<file path="src/rtl/key_toggle_pulser.sv">
// Pushbutton conditioner: two-flop synchroniser, counting debouncer and a small
// FSM that turns accepted presses (plus optional auto-repeat) into one-cycle toggle pulses.
//
// state  | meaning
// IDLE   | waiting for an accepted press
// HOLD   | key held after the press pulse, counting down to the first repeat
// REPEAT | key still held, emitting a pulse every REPEAT_CYCLES
module key_toggle_pulser #(
    parameter int DEBOUNCE_CYCLES = 1_000_000,
    parameter bit BTN_ACTIVE_LOW  = 1'b1,
    parameter bit REPEAT_EN       = 1'b0,
    parameter int HOLD_CYCLES     = 25_000_000,
    parameter int REPEAT_CYCLES   = 10_000_000
) (
    input  logic       clk,
    input  logic       rst,
    input  logic       btn_raw,
    output logic       t_pulse,
    output logic       btn_level,
    output logic [7:0] pulse_count
);

    localparam int DB_W    = $clog2(DEBOUNCE_CYCLES);
    localparam int TMR_MAX = (HOLD_CYCLES > REPEAT_CYCLES) ? HOLD_CYCLES : REPEAT_CYCLES;
    localparam int TMR_W   = (TMR_MAX > 1) ? $clog2(TMR_MAX) : 1;

    localparam logic             RAW_IDLE    = BTN_ACTIVE_LOW;
    localparam logic [DB_W-1:0]  DB_LAST     = DB_W'(DEBOUNCE_CYCLES - 1);
    localparam logic [TMR_W-1:0] HOLD_LOAD   = TMR_W'(HOLD_CYCLES - 1);
    localparam logic [TMR_W-1:0] REPEAT_LOAD = TMR_W'(REPEAT_CYCLES - 1);

    typedef enum logic [1:0] {
        IDLE   = 2'd0,
        HOLD   = 2'd1,
        REPEAT = 2'd2
    } state_t;

    logic [1:0]       sync_q;
    logic             sample;
    logic [DB_W-1:0]  db_cnt;
    logic             differs;
    logic             accept;
    logic             rise;
    logic             fall;
    logic [TMR_W-1:0] timer;
    state_t           state;

    // Flops reset to the released level so a key held through reset reads as a fresh press.
    always_ff @(posedge clk or negedge rst) begin
        if (!rst) begin
            sync_q <= {RAW_IDLE, RAW_IDLE};
        end else begin
            sync_q <= {sync_q[0], btn_raw};
        end
    end

    assign sample  = BTN_ACTIVE_LOW ? ~sync_q[1] : sync_q[1];
    assign differs = (sample != btn_level);
    assign accept  = differs && (db_cnt == DB_LAST);
    assign rise    = accept && !btn_level;
    assign fall    = accept && btn_level;

    always_ff @(posedge clk or negedge rst) begin
        if (!rst) begin
            db_cnt    <= '0;
            btn_level <= 1'b0;
        end else if (!differs) begin
            db_cnt <= '0;
        end else if (db_cnt == DB_LAST) begin
            db_cnt    <= '0;
            btn_level <= ~btn_level;
        end else begin
            db_cnt <= db_cnt + 1'b1;
        end
    end

    // Edge events are taken from the debouncer's accept condition so the pulse
    // registers on the same edge that btn_level changes.
    always_ff @(posedge clk or negedge rst) begin
        if (!rst) begin
            state       <= IDLE;
            timer       <= '0;
            t_pulse     <= 1'b0;
            pulse_count <= '0;
        end else begin
            t_pulse <= 1'b0;
            case (state)
                IDLE: begin
                    if (rise) begin
                        t_pulse     <= 1'b1;
                        pulse_count <= pulse_count + 8'd1;
                        timer       <= REPEAT_EN ? HOLD_LOAD : '0;
                        state       <= REPEAT_EN ? HOLD : IDLE;
                    end
                end
                HOLD, REPEAT: begin
                    // Release takes priority over a repeat due on the same edge.
                    if (fall) begin
                        state <= IDLE;
                        timer <= '0;
                    end else if (timer == '0) begin
                        t_pulse     <= 1'b1;
                        pulse_count <= pulse_count + 8'd1;
                        timer       <= REPEAT_LOAD;
                        state       <= REPEAT;
                    end else begin
                        timer <= timer - 1'b1;
                    end
                end
                default: begin
                    state <= IDLE;
                    timer <= '0;
                end
            endcase
        end
    end

endmodule

</file>
<file path="config.mk">
export PLATFORM = sky130hd
export DESIGN_NAME = key_toggle_pulser
export DESIGN_NICKNAME = d
export VERILOG_FILES = /design/src/rtl/key_toggle_pulser.sv
export SDC_FILE = /design/constraint.sdc
export NUM_CORES = 1
export LEC_CHECK = 0
export CORE_AREA = 2 2 117 73
export DETAILED_ROUTE_END_ITERATION = 7
export DIE_AREA = 0 0 119 75
export SLEW_MARGIN = 25
export SYNTH_ARGS = -nofsm -noshare
export SYNTH_HDL_FRONTEND = slang
export SYNTH_SLANG_ARGS = --single-unit
</file>
<file path="constraint.sdc">
create_clock -name clk -period 2.2 [get_ports clk]
set_input_delay 0.22 -clock clk [delete_from_list [all_inputs] [get_ports clk]]
set_output_delay 0.22 -clock clk [all_outputs]
set_load 0.1 [all_outputs]
</file>
### Word level (Yosys, flattened, before mapping)

Index checks and enable logic that the tools add are counted.

* bits in registers: 59
* input bits: 3
* output and inout port bits: 10

* add/subtract/negate cells: 3
* eq/ne operators: 8
* muxes and demuxes: 18
* bitwise logic cells: 2
* reductions and logical operators: 11

Operators with widths (number)
* $mux 25: 3
* $pmux 25 s2: 1
* $mux 20: 2
* $logic_not 25->1: 1
* $sub 25x1->25 const B: 1
* $mux 8: 3
* $add 20x1->20 const B: 1
* $eq 20x20->1 const B: 1
* $pmux 8 s2: 1
* $add 8x1->8 const B: 1
* $mux 2: 3
* $ne 2x2->1 const B: 3
* $pmux 2 s2: 1
* $reduce_and 2->1: 2
* $reduce_and 4->1: 1
* $logic_and 1x1->1: 3
* $mux 1: 3
* $ne 3x3->1 const B: 1
* $eq 2x1->1 const B: 1
* $eq 2x2->1 const B: 1
* $logic_not 2->1: 1
* $not 1->1: 2
* $pmux 1 s2: 1
* $reduce_bool 2->1: 1
* other kinds (3): 3

### Logic depth before layout (Yosys ltp)

* depth after elaboration: 6
* gate-level depth with buffers: 9
* gate-level depth less buffers: 7

### Worst setup path before layout

OpenSTA, ideal clock, no wires.

* path type: reg-to-reg
* from: register timer[0]
* to: register pulse_count[1]
* setup time: 128 ps
* arrival time: 2109 ps
* path slack: -37 ps
* cell stages (with the launch flop): 8
* buffers on the path: 0
* period minus slack after synthesis: 2237 ps
* cells stage by stage: dfrtp_1 -> inv_1 -> ha_1 -> nor3b_2 -> nand4_2 -> a311oi_2 -> a21o_1 -> mux2_1

* cells in the longest elaborated chain, start to end: 3

RTL lines
* start, declared: line 45 `logic [TMR_W-1:0] timer;`
* start signal, assigned: line 92 `timer <= REPEAT_EN ? HOLD_LOAD : '0;`
* start signal, assigned: line 107 `timer <= timer - 1'b1;`
* $logic_not 25->1: line 101 `end else if (timer == '0) begin`
* $ne 2x2->1 (no source line)
* $reduce_and 4->1 (no source line)
* end signal, assigned: line 91 `pulse_count <= pulse_count + 8'd1;`
* end signal, assigned: line 103 `pulse_count <= pulse_count + 8'd1;`
* end, declared: line 20 `output logic [7:0] pulse_count`

Every way passes these cells.
A chain may end at the register's enable or synchronous reset.

### Worst setup path in the final report

* from: register db_cnt[6]
* to: register pulse_count[1]

* cells in the longest elaborated chain, start to end: 5

RTL lines
* start, declared: line 40 `logic [DB_W-1:0] db_cnt;`
* start signal, assigned: line 73 `db_cnt <= db_cnt + 1'b1;`
* $eq 20x20->1 (*): line 59 `assign accept = differs && (db_cnt == DB_LAST);`
* $logic_and 1x1->1 (*): line 59
* $logic_and 1x1->1, on equally long branches: line 61, 60
* $ne 2x2->1 (no source line)
* $reduce_and 4->1 (no source line) (*)

Mark *: on every way between the ends. The rest lies on a longest branch, timed or not.

==> impl_metrics.csv <==
group,metric,value,unit
status,outcome,"finished, final reports clean",
synthesis,syn_area,3080,sq um
synthesis,syn_nets,323,
placement,dp_hpwl,5.21,mm
placement,place.gp.congestion,0.873,
clock_tree,cts_buffer_depth,2,
final_layout,syn_to_final_growth,29.9,%
sta,fin_crit_sh,97.9,%
final_layout,final_cell_area,4000,sq um
worst_hold_path,worst_hold_path.num_cells,1,
critical_path,cp-start-kind,"flip-flop",
global_routing,gr-total-overflow,0,
critical_path,cp_max_fo,2,
final_layout,drive_above_1_share,24.1,%
power,power_density,613,nW/um^2
sta,drv_slew,0,
global_routing,antenna_found_initial,0,
power,power,2450,uW
final_layout,diodes,0,
routing,vias,2610,
final_layout,fin_nets,379,
floorplanning,die_width,119,um
global_routing,grt_pass1_wl,12.3,mm
sta,rsz0062_at_grt,"true",
critical_path,critPathArrivalTime,2.37,ns
routing,viasPerCell,5.37,
synthesis,avgSynthCellArea,9.70,sq um
clock_tree,clk_pin_slew,0.05,ns
synthesis,yosysUniqueCellTypes,52,
synthesis,synth_edf_count,0,
synthesis,synth_flop_cell,"dfrtp_1",
placement,placed_cell_area,3590,sq um
sta,finalSetupViolCount,0,
clock_tree,cts_buffers,9,
final_layout,fillers,721,
placement,portBuffers,12,
global_routing,grt_usage,18.3,%
critical_path,rrSetupSlack,0.05,ns
routing,avgRoutedWirePerCell,15.3,um
clock_tree,cts_tree,"done",
floorplanning,core-area,7790,sq um
synthesis,synth_warnings,0,
synthesis,synth-seq-cells,58,
clock_tree,clkLatencyLatePin,0.33,ns
critical_path,cp-end-kind,"flip-flop",
routing,detail-route-antenna-nets,0,
sta,hold_slack,0.294,ns
clock_tree,clock-sinks,58,
sta,fin_crit,2.15,ns
global_routing,first_global_vias,2452,
floorplanning,rows,25,
sta,clock.fmax,464,MHz
worst_hold_path,hold_start,"btn_raw",
sta,hold_viol,0,
floorplanning,fp.dieArea,8930,sq um
routing,drc_errors,0,
synthesis,synthArstFlopShare,100,%
sta,relSlewSlack,63.5,%
flow_run,drv_cap,0,
critical_path,cp.required,2.42,ns
global_routing,grt_max_degree,26,
sta,clock-skew-final,0.00506,ns
final_layout,seqCellArea,1460,sq um
worst_hold_path,hold_end,"sync_q[0]$_DFF_PN1_",
synthesis,synthCells,317,
floorplanning,initial_core_util,39.5,%
sta,worst_slew_pin_slew,0.543,ns
worst_hold_path,worst_hold_path_type,"input pin to flip-flop",
routing,drt-initial-drc-count,268,
floorplanning,io_pins,13,
critical_path,r2r-start,"db_cnt[6]$_DFF_PN0_",
critical_path,criticalPathCategory,"flip-flop to flip-flop",
synthesis,synth-seq-area-share,47.3,%
floorplanning,die_h,75,um
power,power.leakage,0.00186,uW
clock_tree,cts-root-buf,"clkbuf_16",
critical_path,r2r-end,"pulse_count[1]$_DFFE_PN0P_",
final_layout,multiInputGateArea,1610,sq um
routing,wirelength,7.45,mm
clock_tree,cts-htree-levels,3,
critical_path,reg2reg_depth,6,
power,ir_drop,396,uV
routing,first_pass_iters,4,
## cells in the mapped netlist, drive strengths merged, types with 2 or more instances
master  instances  share of area, %
dfrtp          56                46
nor2           41               5.0
nand2          24               2.9
o21ai          22               3.6
xnor2          20               5.7
a31oi          12               2.4
nor3           12               2.0
nand3          11               1.8
inv            10               1.3
nor4            9               2.7
xor2            9               2.6
and3            7               1.4
or4             7               1.8
a21o            5               1.2
a21oi           5              0.81
a22o            5               1.4
and2            5               1.0
buf             5               1.5
nand4           5               1.2
a32oi           4               1.1
and4            4               1.1
clkbuf          4              0.49
o211ai          4              0.98
ha              3               1.2
a22oi           2              0.49
a31o            2              0.57
a32o            2              0.65
dfstp           2               1.7
nand3b          2              0.49
nor4b           2              0.57
o31ai           2              0.49
or3             2              0.41
## power breakdown
part	internal, uW	switching, uW
sequential	1080	6.83
combinational	18.3	35.9
clock	848	462
## repair_timing
| item | in CTS | in global routing |
|---|---|---|
| buffers inserted | 0 | 4 |
| resized for setup | 0 | 14 |
| endpoints found under the setup margin | 5 | 25 |
| gates cloned | 0 | 1 |
| hold endpoints to repair | 18 | 0 |
| pin swaps | 2 | 1 |
| hold buffers | 1 | 0 |
## layout make-up
class | count | share of cell area [%]
tap | 108 | 3.38
timing repair buffer | 54 | 11.8
sequential | 58 | 36.4
clock buffer | 14 | 6.86
clock inverter | 2 | 0.250
inverter | 10 | 1.06
multi-input combinational | 240 | 40.3
## cells by family after synthesis
kind of cell	synth area share, %
compound gates	16.0
xor+xnor	8.26
fa+ha+maj	1.22
buf+inv	3.34
flops	47.3
mux	0.366
simple gates	23.5
## cells in the final DEF, fill, tap and decap left out, types with 3 or more instances in the layout
master,n
a21o_1,5
and2_1,5
buf_12,3
o21ai_0,21
nor2_1,40
dfrtp_1,55
clkbuf_16,10
and4_1,4
nor4_2,3
a22o_1,5
a21oi_1,4
a32oi_1,4
nor4_1,4
nor3_1,12
nand3_1,10
or4_1,5
o211ai_1,4
nand2_1,22
and3_1,7
a31oi_1,11
xnor2_1,20
ha_1,3
nand4_1,4
xor2_1,9
inv_1,9
clkbuf_8,3
buf_4,45
## sequential cells by signal (all words and copies together), names as in the netlist
signal / count
btn_level: 1
db_cnt: 20
pulse_count: 8
state: 1
sync_q: 2
t_pulse: 1
timer: 25
## critical path, cell delays in order, from the launching register on
cell and delay (ns):
dfrtp_1 0.37, or4_4 0.56, buf_4 0.15, nor4_1 0.24
a2bb2o_2 0.24, a21o_1 0.15, mux2_1 0.32
## metal layers
metal	GRT usage, %	up-vias	share of wire [%]
li1	-	1286	-
met1	26.9	1236	53
met2	25.2	84	40
met3	5.53	4	6.1
met4	7.01	0	0.83
met5	0	-	0
## worst max path at each step
stage / startpoint / endpoint / slack (ns) / cells after the start
after floorplan: timer[8]$_DFFE_PN0P_ / pulse_count[1]$_DFFE_PN0P_ / 0.009 / 6
after global placement: db_cnt[6]$_DFF_PN0_ / timer[3]$_DFFE_PN0P_ / 0.06 / 5
after detailed placement: db_cnt[6]$_DFF_PN0_ / timer[13]$_DFFE_PN0P_ / -0.01 / 6
after CTS: db_cnt[6]$_DFF_PN0_ / timer[13]$_DFFE_PN0P_ / 0.02 / 6
after global routing: db_cnt[6]$_DFF_PN0_ / timer[8]$_DFFE_PN0P_ / -0.04 / 5
final: db_cnt[6]$_DFF_PN0_ / pulse_count[1]$_DFFE_PN0P_ / 0.05 / 6
## stage by stage
stage | utilization [%] | TNS, ns | setup WS [ns] | instances
finish | 51.3 | 0 | 0.0452 | 486
global placement | 46.1 | 0 | 0.0649 | 464
floorplan | - | 0 | 0.00900 | 317
global route | 51.3 | -0.153 | -0.0357 | 486
CTS | 49.9 | 0 | 0.0207 | 481
detailed placement | 46.1 | -0.0181 | -0.0117 | 464
Power figures use the tool's default switching activity.
